File: config.mk
export PLATFORM = sky130hd
export DESIGN_NAME = latch_edge_capture
export DESIGN_NICKNAME = d
export VERILOG_FILES = /design/src/rtl/latch_evt_pkg.sv /design/src/rtl/evt_sync_fifo.sv /design/src/rtl/latch_edge_capture.sv
export SDC_FILE = /design/constraint.sdc
export NUM_CORES = 1
export LEC_CHECK = 0
export BUFFER_PORTS_ARGS = -buffer_cell sky130_fd_sc_hd__buf_2
export CAP_MARGIN = 5
export CORE_MARGIN = 2
export CORE_UTILIZATION = 59
export CTS_CLUSTER_DIAMETER = 120
export CTS_CLUSTER_SIZE = 12
export DETAILED_ROUTE_END_ITERATION = 7
export HOLD_SLACK_MARGIN = 0.05
export PLACE_DENSITY = 0.79
export SYNTH_ARGS = -nofsm -noshare
export SYNTH_HDL_FRONTEND = slang
export SYNTH_SLANG_ARGS = --single-unit
export TNS_END_PERCENT = 20
File: constraint.sdc
create_clock -name clk -period 3.3 [get_ports clk]
set_clock_uncertainty 0.2 [all_clocks]
set_input_delay 0.165 -clock clk [delete_from_list [all_inputs] [get_ports clk]]
set_output_delay 0.165 -clock clk [all_outputs]
set_load 0.02 [all_outputs]
File: src/rtl/latch_evt_pkg.sv
// Shared types and helpers for the latch edge capture block.
package latch_evt_pkg;

  parameter int TS_W = 16;
  localparam int DROP_W = 8;

  typedef struct packed {
    logic            rise;
    logic [TS_W-1:0] ts;
  } evt_t;

  // Drop counter increments but sticks at all-ones instead of wrapping.
  function automatic logic [DROP_W-1:0] sat_inc(input logic [DROP_W-1:0] v);
    return (v == {DROP_W{1'b1}}) ? v : v + DROP_W'(1);
  endfunction

endpackage

File: src/rtl/evt_sync_fifo.sv
// Small synchronous FIFO for edge events; head entry is visible combinationally.
module evt_sync_fifo
  import latch_evt_pkg::*;
#(
  parameter int DEPTH = 4,
  parameter int WIDTH = $bits(evt_t)
) (
  input  logic                     clk,
  input  logic                     rstn,
  input  logic                     push,
  input  logic [WIDTH-1:0]         din,
  input  logic                     pop,
  output logic [WIDTH-1:0]         dout,
  output logic                     full,
  output logic                     empty,
  output logic [$clog2(DEPTH):0]   count
);

  localparam int AW = $clog2(DEPTH);
  localparam int PW = AW + 1;

  logic [WIDTH-1:0] mem [DEPTH];
  logic [PW-1:0]    wr_ptr;
  logic [PW-1:0]    rd_ptr;
  logic             wr_en;
  logic             rd_en;

  // A write into a full FIFO is legal only when the head leaves in the same cycle.
  assign wr_en = push && (!full || pop);
  assign rd_en = pop && !empty;

  assign empty = (wr_ptr == rd_ptr);
  assign full  = (wr_ptr[AW] != rd_ptr[AW]) && (wr_ptr[AW-1:0] == rd_ptr[AW-1:0]);
  assign count = wr_ptr - rd_ptr;
  assign dout  = empty ? '0 : mem[rd_ptr[AW-1:0]];

  always_ff @(posedge clk) begin
    if (wr_en) mem[wr_ptr[AW-1:0]] <= din;
  end

  always_ff @(posedge clk or negedge rstn) begin
    if (!rstn) begin
      wr_ptr <= '0;
      rd_ptr <= '0;
    end else begin
      if (wr_en) wr_ptr <= wr_ptr + PW'(1);
      if (rd_en) rd_ptr <= rd_ptr + PW'(1);
    end
  end

endmodule

File: src/rtl/latch_edge_capture.sv
// Synchronises a d_latch q level, timestamps its edges and queues them for a consumer.
// Optional glitch filter enabled by defining LATCH_GLITCH_FILTER_EN.
module latch_edge_capture
  import latch_evt_pkg::*;
#(
  parameter int TS_W       = latch_evt_pkg::TS_W,
  parameter int DEPTH      = 4,
  parameter int FILTER_LEN = 3
) (
  input  logic                   clk,
  input  logic                   rstn,
  input  logic                   q_in,
  output logic                   evt_valid,
  input  logic                   evt_ready,
  output logic                   evt_rise,
  output logic [TS_W-1:0]        evt_ts,
  output logic [$clog2(DEPTH):0] evt_count,
  input  logic                   ovf_clr,
  output logic                   ovf,
  output logic [DROP_W-1:0]      drop_cnt
);

  if (DEPTH < 2 || (DEPTH & (DEPTH - 1)) != 0 || FILTER_LEN < 1) begin : g_param_check
    $error("latch_edge_capture: DEPTH must be a power of 2 >= 2 and FILTER_LEN >= 1");
  end

  logic            s1, s2, lvl, lvl_d;
  logic [TS_W-1:0] ts_cnt;
  logic            edge_det, pop, fifo_full, fifo_empty, drop;
  logic [TS_W:0]   fifo_dout;

  always_ff @(posedge clk or negedge rstn) begin
    if (!rstn) begin
      s1     <= 1'b0;
      s2     <= 1'b0;
      lvl_d  <= 1'b0;
      ts_cnt <= '0;
    end else begin
      s1     <= q_in;
      s2     <= s1;
      lvl_d  <= lvl;
      ts_cnt <= ts_cnt + TS_W'(1);
    end
  end

`ifdef LATCH_GLITCH_FILTER_EN
  localparam int FW = $clog2(FILTER_LEN + 1);
  logic [FW-1:0] filt_cnt;

  // lvl follows s2 only once s2 has disagreed with it for FILTER_LEN straight cycles.
  always_ff @(posedge clk or negedge rstn) begin
    if (!rstn) begin
      lvl      <= 1'b0;
      filt_cnt <= '0;
    end else if (s2 == lvl) begin
      filt_cnt <= '0;
    end else if (filt_cnt == FW'(FILTER_LEN - 1)) begin
      lvl      <= s2;
      filt_cnt <= '0;
    end else begin
      filt_cnt <= filt_cnt + FW'(1);
    end
  end
`else
  always_ff @(posedge clk or negedge rstn) begin
    if (!rstn) lvl <= 1'b0;
    else       lvl <= s2;
  end
`endif

  assign edge_det  = lvl ^ lvl_d;
  assign evt_valid = !fifo_empty;
  assign pop       = evt_valid && evt_ready;
  assign drop      = edge_det && fifo_full && !pop;
  assign evt_rise  = fifo_dout[TS_W];
  assign evt_ts    = fifo_dout[TS_W-1:0];

  evt_sync_fifo #(
    .DEPTH (DEPTH),
    .WIDTH (TS_W + 1)
  ) u_fifo (
    .clk   (clk),
    .rstn  (rstn),
    .push  (edge_det),
    .din   ({lvl, ts_cnt}),
    .pop   (pop),
    .dout  (fifo_dout),
    .full  (fifo_full),
    .empty (fifo_empty),
    .count (evt_count)
  );

  // A drop in the same cycle as a clear restarts the count at one.
  always_ff @(posedge clk or negedge rstn) begin
    if (!rstn) begin
      ovf      <= 1'b0;
      drop_cnt <= '0;
    end else if (drop) begin
      ovf      <= 1'b1;
      drop_cnt <= ovf_clr ? DROP_W'(1) : sat_inc(drop_cnt);
    end else if (ovf_clr) begin
      ovf      <= 1'b0;
      drop_cnt <= '0;
    end
  end

endmodule
==> metrics.md <==
| Metric | Value |
|---|---|
| Status | completed |
| GR met1 Demand/Resource | around 27% |
| First-pass GRT wire length | approximately 11,000 um |
| Postcts setup bufs | 0 |
| Initial DRT Pass Iterations | 4 |
| DRT iter0 DRCs | between 100 and 150 |
| Final setup viols | 0 |
| Cell Area, Synth | ~4200 um2 |
| Layout cells sized above 1 | 24.27% |
| WL/cell | around 17 um |
| # rows | 30 |
| TritonCTS buffer count | 9 |
| Die area | approximately 7900 um2 |
| Req. time, crit path | between 2 and 3 ns |
| Yosys warning total | 0 |
| Clk pwr share | between 10% and 20% |
| Register area | approximately 2900 um2 |
| Crit-path max FO | 20 |
| Met2 Use GR | roughly 30% |
| CTS H-tree depth | 3 |
| Root Driver | clkbuf_8 |
| Seq/Total Area, Yosys | approximately 69% |
| Top-count cell post-synth | edfxtp_1 |
| Synth cell types | 35 |
| Int Power | between 2 and 3 mW |
| Peak supply drop | around 0.00038 V |
| # hold bufs at CTS | 4 |
| Setup TNS Final | 0 ns |
| Post-route clock period utilization | between 70% and 80% |
| Area growth syn-to-layout | 12.94% |
| Worst setup SP type | flip-flop |
| Filler cells | slightly below 500 |
| Gr busiest metal | met2 |
| Tightest Pin Transition | 0.7906 ns |
| Starting density of the core | roughly 61% |
| Ys async rst share | between 30 and 40% |
| Post-synth EDFFs | 68 |
| Ports | 35 |
| Grt met3 use | 3.451% |
| Setup ws final | between 0.6 and 0.7 ns |
| PwrDens | ~900 nW/um2 |
| Dpl hpwl | around 4300 um |
| Cell area after layout | around 4800 um2 |
| Top post-synthesis cells by area | edfxtp_1, dfrtp_1, mux4_2 |
| Syn Area/Cell | 16.37 um2 |
| Seq pwr share | 41.0% |
| WP data arrival | roughly 2.2 ns |
| Clock tree buffer depth | 2 |
| Max cap viols | 0 |
| Final ANT Viol Nets | 0 |
| # DRC | 0 |
| Critical path type | reg2out |
| Post-CTS Resized | 0 |
| Top cells by count, synth | edfxtp_1, dfrtp_1, and2_1 |
| ANT cells | 0 |
| GRT Overall Usage | 19.28% |
| Pre-CTS setup slack | about 0.75 ns |
| Net Sw Power | 1.507 mW |
| Pins Over Slew Limit | 0 |
| Fmax | approximately 380 MHz |
| Setup crit end kind | primary output |
| Initial antenna violation count | 0 |
| Sw frac | between 30 and 40% |
| Ys flop type | edfxtp_1 |
| Synth Register Bits | between 100 and 150 |
| Worst slew margin | a little under half |
| Total grt overflow | 0 |
| Logic pwr share | between 30% and 40% |
| Syn Nets | 273 |
| Core Box Area | a little under 7000 um2 |
| CTS tree | yes |
| Vias/cell | around 5.7 |
| Largest net degree at the start of global routing | 36 |
| Util after Layout | 69.45% |
| Final Critical Period | 2.607 ns |
| Final Hold Viols | 0 |
| Die H | about 89 um |
| Routed Wire Length | around 7000 um |
| Port-buffer cells | 34 |
| Clk slew on worst S/H paths | 0.10 ns |
| Clock sinks | 103 |
| Multi-input gate area | approximately 1200 um2 |
| Clock latency on the worst-skew pair | 0.35 ns |
| Leakage Power | between 1.5 and 2 nW |
| Worst hold path class | reg2reg |
| Nets@finish | between 300 and 400 |
| Detailed-route via count | around 2,300 |
| Leading area contributor after synthesis | edfxtp_1 |
| Share of the synthesized area in the top cell type | 48.34% |
| Area post-placement | 4521 um2 |
| RSZ-0062 raised after global routing | false |
| Placer Congestion | 0.8157 |
| Die width | about 89 um |
| Vias in the first global route | roughly 2,200 |
| Mapped Cells | between 200 and 300 |
[layout by cell type (no fill, tap or decap), types with 2 or more instances in the layout]
cell	n
nand4_1	4
edfxtp_1	68
mux4_2	17
buf_4	6
dfrtp_1	35
o31ai_1	3
and3_1	5
o41ai_1	2
clkbuf_8	9
and2_1	21
buf_2	34
nand2_1	9
inv_1	10
or3_1	2
nor2_1	7
ha_1	9
nand3_1	12
a21oi_1	5
or4_1	3
o21ai_0	2
inv_8	3
xor2_1	8
xnor2_1	14
dlygate4sd3_1	4
[power by group through the flow]
stage	clock [mW]	combinational, mW	sequential, mW
finish	0.811	1.67	1.72
global route	0.881	1.84	1.75
CTS	0.827	1.70	1.73
detailed placement	0	1.69	1.76
global placement	0	1.68	1.74
floorplan	0	1.19	1.75
[sequential cells by signal, summed over array words and instances, names as in the netlist, 3 cells and up]
register       count
u_fifo.mem        68
u_fifo.wr_ptr      3
ts_cnt            16
u_fifo.rd_ptr      3
drop_cnt           8
[logic make-up (layout without fill, tap and decap cells)]
family | Yosys count | after routing | share of synthesized area, %
AND/OR/NAND/NOR | 70 | 70 | 9.420
multiplexers | 19 | 19 | 9.568
adder cells (fa/ha/maj) | 10 | 10 | 3.140
XOR/XNOR | 22 | 22 | 4.562
flip-flops | 103 | 103 | 69.08
buffers and inverters | 19 | 70 | 1.807
AO/OA/AOI/OAI | 15 | 15 | 2.429
[area by class of cell]
cell class,instances,area share [%]
flip-flops and latches,103,61.16
well taps,96,2.518
inverters,10,0.7868
multi-input cells,136,25.78
clock inverters,7,1.810
repair buffers,44,5.350
clock buffers,9,2.596
[final timing paths]
kind,startpoint,end,slack (ns),depth (start not counted)
max,u_fifo.wr_ptr[0]$_DFFE_PN0P_,evt_ts[3],0.69,5
min,s1$_DFF_PN0_,s2$_DFF_PN0_,0.16,0
max reg2reg,u_fifo.wr_ptr[0]$_DFFE_PN0P_,drop_cnt[3]$_DFFE_PN0P_,0.74,6
min reg2reg,s1$_DFF_PN0_,s2$_DFF_PN0_,0.16,0
max in group asynchronous,rstn,ts_cnt[15]$_DFF_PN0_,2.18,2
min in group asynchronous,rstn,drop_cnt[1]$_DFFE_PN0P_,0.22,2
[through the flow]
step	cells	hold WS, ns	power [mW]
3_3_place_gp	385	0.07350	3.421
3_5_place_dp	385	0.07490	3.449
2_1_floorplan	258	-0.3306	2.937
4_1_cts	405	0.1646	4.257
5_1_grt	405	0.1668	4.469
6_report	405	0.1604	4.202
[routing by layer]
layer / wire length [um] / share of wire [%]
met1: 3114 / 46
met2: 3415 / 50
met3: 179 / 2.6
met4: 102 / 1.5
met5: 0 / 0
[critical path, stage by stage, from the launching register on]
cell and delay (ns):
dfrtp_1 0.39, inv_1 0.10, ha_1 0.32, nand3_1 0.52, and2_1 0.39, buf_2 0.16
Note: power is estimated with default switching activity, not from simulation.
